<file path="src/rtl/sync_pkg.sv">
// Shared constants and helpers for the slow-to-fast level synchroniser.
// The optional sticky event flags are enabled by defining SLOW2FAST_STICKY_EVENT_EN.
package sync_pkg;

    localparam int SYNC_MIN_STAGES     = 2;
    localparam int SYNC_DEFAULT_FILTER = 4;

    // Counter width able to hold 0..value-1, never narrower than one bit.
    function automatic int clog2(input int value);
        int width;
        width = 0;
        for (int v = value - 1; v > 0; v = v >> 1) begin
            width++;
        end
        if (width < 1) begin
            width = 1;
        end
        return width;
    endfunction

endpackage

</file>
<file path="src/rtl/sync_filter_ch.sv">
// One channel: flop chain, stability filter and registered edge pulses.
// With SLOW2FAST_STICKY_EVENT_EN defined, a sticky event flag is also kept.
module sync_filter_ch
    import sync_pkg::*;
#(
    parameter int   STAGES        = SYNC_MIN_STAGES,
    parameter int   FILTER_CYCLES = SYNC_DEFAULT_FILTER,
    parameter logic RESET_VAL     = 1'b0
) (
    input  logic clk_i,
    input  logic rst_ni,
    input  logic async_i,
    input  logic clr_i,
    output logic sync_o,
    output logic sync_up_o,
    output logic sync_down_o,
    output logic update_o,
    output logic event_o
);

    localparam int              CNT_W    = clog2(FILTER_CYCLES);
    localparam logic [CNT_W-1:0] CNT_LAST = CNT_W'(FILTER_CYCLES - 1);

    if (STAGES < SYNC_MIN_STAGES) begin : g_bad_stages
        $error("sync_filter_ch: STAGES must be at least %0d", SYNC_MIN_STAGES);
    end
    if (FILTER_CYCLES < 1) begin : g_bad_filter
        $error("sync_filter_ch: FILTER_CYCLES must be at least 1");
    end

    (* ASYNC_REG = "TRUE" *) logic [STAGES-1:0] chain_q;
    logic [STAGES-1:0] chain_d;
    logic              synced;
    logic              update;
    logic              level_q, level_d;
    logic [CNT_W-1:0]  cnt_q, cnt_d;
    logic              up_q, up_d;
    logic              down_q, down_d;

    // The counter only advances while the synchronised value disagrees with
    // the filtered level; any return to agreement discards the partial count.
    always_comb begin
        chain_d = {chain_q[STAGES-2:0], async_i};
        synced  = chain_q[STAGES-1];
        update  = 1'b0;
        level_d = level_q;
        cnt_d   = cnt_q;
        if (synced == level_q) begin
            cnt_d = '0;
        end else if (cnt_q == CNT_LAST) begin
            update  = 1'b1;
            level_d = synced;
            cnt_d   = '0;
        end else begin
            cnt_d = cnt_q + 1'b1;
        end
        up_d   = update & synced;
        down_d = update & ~synced;
    end

    always_ff @(posedge clk_i) begin
        if (!rst_ni) begin
            chain_q <= {STAGES{RESET_VAL}};
            level_q <= RESET_VAL;
            cnt_q   <= '0;
            up_q    <= 1'b0;
            down_q  <= 1'b0;
        end else begin
            chain_q <= chain_d;
            level_q <= level_d;
            cnt_q   <= cnt_d;
            up_q    <= up_d;
            down_q  <= down_d;
        end
    end

    assign sync_o      = level_q;
    assign sync_up_o   = up_q;
    assign sync_down_o = down_q;
    assign update_o    = update & rst_ni;

`ifdef SLOW2FAST_STICKY_EVENT_EN
    logic event_q, event_d;

    // A new edge wins over a clear arriving on the same clock.
    always_comb begin
        event_d = update | (event_q & ~clr_i);
    end

    always_ff @(posedge clk_i) begin
        if (!rst_ni) begin
            event_q <= 1'b0;
        end else begin
            event_q <= event_d;
        end
    end

    assign event_o = event_q;
`else
    logic unused_clr;
    assign unused_clr = clr_i;
    assign event_o    = 1'b0;
`endif

endmodule

</file>
<file path="src/rtl/slow_2_fast_sync_bus.sv">
// WIDTH independent slow-to-fast level synchronisers with a shared any-edge flag.
// Sticky per-channel event flags exist only when SLOW2FAST_STICKY_EVENT_EN is defined.
module slow_2_fast_sync_bus
    import sync_pkg::*;
#(
    parameter int               WIDTH         = 4,
    parameter int               STAGES        = SYNC_MIN_STAGES,
    parameter int               FILTER_CYCLES = SYNC_DEFAULT_FILTER,
    parameter logic [WIDTH-1:0] RESET_VAL     = {WIDTH{1'b0}}
) (
    input  logic             clk_i,
    input  logic             rst_ni,
    input  logic [WIDTH-1:0] async_i,
    output logic [WIDTH-1:0] sync_o,
    output logic [WIDTH-1:0] sync_up_o,
    output logic [WIDTH-1:0] sync_down_o,
    output logic             any_edge_o,
    input  logic [WIDTH-1:0] clr_i,
    output logic [WIDTH-1:0] event_o
);

    if (WIDTH < 1) begin : g_bad_width
        $error("slow_2_fast_sync_bus: WIDTH must be at least 1");
    end

    logic [WIDTH-1:0] update;
    logic             any_edge_q, any_edge_d;

    for (genvar i = 0; i < WIDTH; i++) begin : g_ch
        sync_filter_ch #(
            .STAGES        (STAGES),
            .FILTER_CYCLES (FILTER_CYCLES),
            .RESET_VAL     (RESET_VAL[i])
        ) u_ch (
            .clk_i       (clk_i),
            .rst_ni      (rst_ni),
            .async_i     (async_i[i]),
            .clr_i       (clr_i[i]),
            .sync_o      (sync_o[i]),
            .sync_up_o   (sync_up_o[i]),
            .sync_down_o (sync_down_o[i]),
            .update_o    (update[i]),
            .event_o     (event_o[i])
        );
    end

    // Registered from the same update strobes as the pulses so it lines up with them.
    always_comb begin
        any_edge_d = |update;
    end

    always_ff @(posedge clk_i) begin
        if (!rst_ni) begin
            any_edge_q <= 1'b0;
        end else begin
            any_edge_q <= any_edge_d;
        end
    end

    assign any_edge_o = any_edge_q;

endmodule
</file>
<file path="config.mk">
export PLATFORM = sky130hd
export DESIGN_NAME = slow_2_fast_sync_bus
export DESIGN_NICKNAME = d
export VERILOG_FILES = /design/src/rtl/sync_pkg.sv /design/src/rtl/sync_filter_ch.sv /design/src/rtl/slow_2_fast_sync_bus.sv
export SDC_FILE = /design/constraint.sdc
export NUM_CORES = 1
export LEC_CHECK = 0
export CAP_MARGIN = 10
export CORE_MARGIN = 2
export CORE_UTILIZATION = 45
export CTS_CLUSTER_SIZE = 24
export DETAILED_ROUTE_END_ITERATION = 7
export DONT_BUFFER_PORTS = 1
export PLACE_DENSITY = 0.65
export SKIP_LAST_GASP = 1
export SLEW_MARGIN = 40
export SYNTH_ARGS = -nofsm -noshare
export SYNTH_HDL_FRONTEND = slang
export SYNTH_SLANG_ARGS = --single-unit
</file>
<file path="constraint.sdc">
create_clock -name clk_i -period 0.9 [get_ports clk_i]
set_input_delay 0.045 -clock clk_i [delete_from_list [all_inputs] [get_ports clk_i]]
set_output_delay 0.045 -clock clk_i [all_outputs]
set_load 0.05 [all_outputs]
</file>
==> run_results.csv <==
group,metric,value,unit
outcome,outcome,"finished, violations left",
outcome,violations,"negative hold slack, negative setup slack",
timing,finalSetupViolCount,4,
setup_path,critical_path.max_fanout,2,
synthesis,synthTopCellsByCount,"29 x dfxtp_1, 17 x buf_4, 8 x and2_1, 8 x nor3b_1",
timing,slew_viol_final,0,
final_layout,final_cell_area,1490,um2
setup_path,arrival,0.92,ns
placement,place_hpwl,968,um
placement,placed_area,1160,um2
die,chipWidth,53.7,um
cts,clkLatencyLatePin,0.33,ns
setup_path,worstSetupPathType,"flip-flop to output port",
synthesis,synth_top_family_by_area,"simple AND/OR/NAND/NOR gates",
synthesis,yosys.area_share.simple,0.217,
synthesis,synth_top_area_frac,0.522,
final_layout,final_core_util,0.620,
cts,clock_path_buffers,2,
power,powerDensity,1470,nW/um2
setup_path,path_cells,"buf_6 -> buf_8",
final_layout,nNetsFinal,125,
power,power.total,2.20,mW
setup_path,cp-end-kind,"output port",
synthesis,ys_seq_area_frac,0.522,
timing,fin_hold_ws,-0.159,ns
routing,routed_via_density,4.73,
die,initial_utilization,0.462,
synthesis,synthAdderAreaFrac,0.0450,
placement,io_buffers,0,
setup_path,start_kind,"flip-flop",
final_layout,fillers,198,
routing,drt_iter0_markers,1,
power,combPwrFrac,0.046,
die,die_h,53.7,um
routing,dr_total_vias,667,
synthesis,synth_top_area_cell,"dfxtp_1",
synthesis,synth_mux_area_frac,0.0360,
routing,drt-total-wl,1.71,mm
timing,fin_skew,0.00748,ns
cts,clock_sinks,29,
routing,antenna_left,0,
die,io_pins,27,
flow_run,cap_violations,0,
grt,gr-total-overflow,0,
setup_path,required,0.85,ns
die,die-area,2890,um2
power,p_clk_frac,0.356,
synthesis,synth.area.top_cells,"dfxtp_1 52%, buf_4 11%, nor3b_1 5.4%",
synthesis,synth.ff_latch_count,29,
placement,gp_congestion,0.701,
final_layout,instances_no_fill,141,
setup_path,path_buf_inv,2,
timing,fmax,1.03,GHz
die,rows,18,
final_layout,areaGrowthSynthToFinish,34.3,%
timing,fin_setup_tns,-0.137,ns
synthesis,synth.most_common_cell,"dfxtp_1",
synthesis,synth_area,1110,um2
synthesis,synthCells,95,
cts,numCtsBuffers,5,
cts,tritoncts,"done",
setup_path,crit_family,"flip-flops",
synthesis,synth_edf_count,0,
hold_path,hold_class,"input port to flip-flop",
hold_path,hold_depth,1,
grt,grt_antenna_before_repair,0,
power,netSwitchingFraction,0.221,
synthesis,yosysWarnings,0,
setup_path,path_depth,2,
timing,rsz0062_at_grt,"true",
timing,fin_ws,-0.0691,ns
synthesis,syn_area_per_cell,11.7,um2
timing,finalCriticalPeriod,0.969,ns
grt,grt_pass1_vias,668,
setup_path,r2r_cells,4,
final_layout,antenna-diode-count,0,
cts,clock-root-buffer,"clkbuf_4",
power,seq_power_share,0.598,
grt,grt_max_degree,26,
setup_path,crit_path_top_delay_cell,"dfxtp_2",
routing,firstDrtPassIters,2,
synthesis,ys.flop_type,"dfxtp_1",
power,ir_worst_vdd,0.000988,V
placement,dpl.cell_count,128,
cts,htree_levels,2,
synthesis,synth_cell_types,18,
setup_path,cpPeakStageDelay,0.34,ns
grt,grtUsageTotal,0.135,
placement,place_ws,-0.0736,ns
power,p_leak,0.589,nW
grt,grt_pass1_wl,2.57,mm
cts,cts.clk_slew.worst_paths,0.09,ns
routing,drc,0,
routing,routedWlPerCell,12.2,um
cts,ctsHoldBuffers,4,
die,coreArea,2410,um2
timing,min_period_over_period,1.08,
synthesis,synthArstFlopShare,0,
final_layout,multi_input_area,522,um2
timing,hold_viol,25,
power,p_switching,0.485,mW
synthesis,synthXorXnorAreaFrac,0.0382,
final_layout,drive_gt1_frac,0.495,
synthesis,synth_compound_area_frac,0.0202,
final_layout,regArea,607,um2
power,power.internal,1.71,mW
## cell usage in the layout, fill, tap and decap left out, types with 3 or more instances in the layout
cell type and instances:
dfxtp_1 14, dfxtp_2 12, buf_6 10, and2_1 8, nor3b_1 6, buf_4 6
clkbuf_4 5, nand2_1 4, mux2i_1 4, nor2b_1 4, ha_4 4, conb_1 4
dlygate4sd3_1 4, and4b_1 3, dfxtp_4 3, buf_12 3
## logic make-up after synthesis
family / after synthesis
other: 1
muxes: 4
xor gates and xnor gates: 4
buffers and inverters: 18
adders and majority gates: 4
DFF: 29
and+or+nand+nor: 32
AOI/OAI and AO/OA: 3
## power by group through the flow
stage | combinational (mW) | sequential, mW | clock, mW
floorplan | 0.0879 | 1.34 | 0
global placement | 0.0791 | 1.34 | 0
detailed placement | 0.0809 | 1.34 | 0
CTS | 0.0949 | 1.32 | 0.795
global route | 0.111 | 1.32 | 0.868
finish | 0.101 | 1.31 | 0.782
## final timing paths
check | startpoint | to | slack, ns
setup / recovery | g_ch[3].u_ch.sync_o$_SDFFE_PN0N_ | sync_o[3] | -0.07
hold / removal | rst_ni | g_ch[2].u_ch.chain_q[1]$_SDFF_PN0_ | -0.16
setup reg to reg | g_ch[3].u_ch.sync_o$_SDFFE_PN0N_ | any_edge_o$_SDFF_PN0_ | -0.06
hold reg to reg | g_ch[1].u_ch.chain_q[0]$_SDFF_PN0_ | g_ch[1].u_ch.chain_q[1]$_SDFF_PN0_ | 0.44
## cell type report
class | count | share of cell area
clock buffers | 7 | 0.0369
repair buffers | 24 | 0.183
multi-input cells | 51 | 0.349
well taps | 30 | 0.0251
flip-flops and latches | 29 | 0.406
## registers in the layout, summed over array words and instances, names as in the netlist
register	flops
g_ch.u_ch.sync_o	4
any_edge_o	1
g_ch.u_ch.sync_down_o	4
g_ch.u_ch.sync_up_o	4
g_ch.u_ch.cnt_q	8
g_ch.u_ch.chain_q	8
## per-layer routing
metal | up-vias | global-route usage | part of all wire
li1 | 333 | - | -
met1 | 309 | 0.117 | 0.39
met5 | - | 0 | 0
met2 | 17 | 0.201 | 0.50
met3 | 8 | 0.0972 | 0.079
met4 | 0 | 0.128 | 0.030
## timing repair
action / CTS / global route
setup endpoints to repair: 22 / 31
buffers inserted: 2 / 0
endpoints found under the hold margin: 29 / 25
pin swaps: 4 / 4
resized for setup: 16 / 39
No activity file was read; power rests on OpenSTA's default activity.
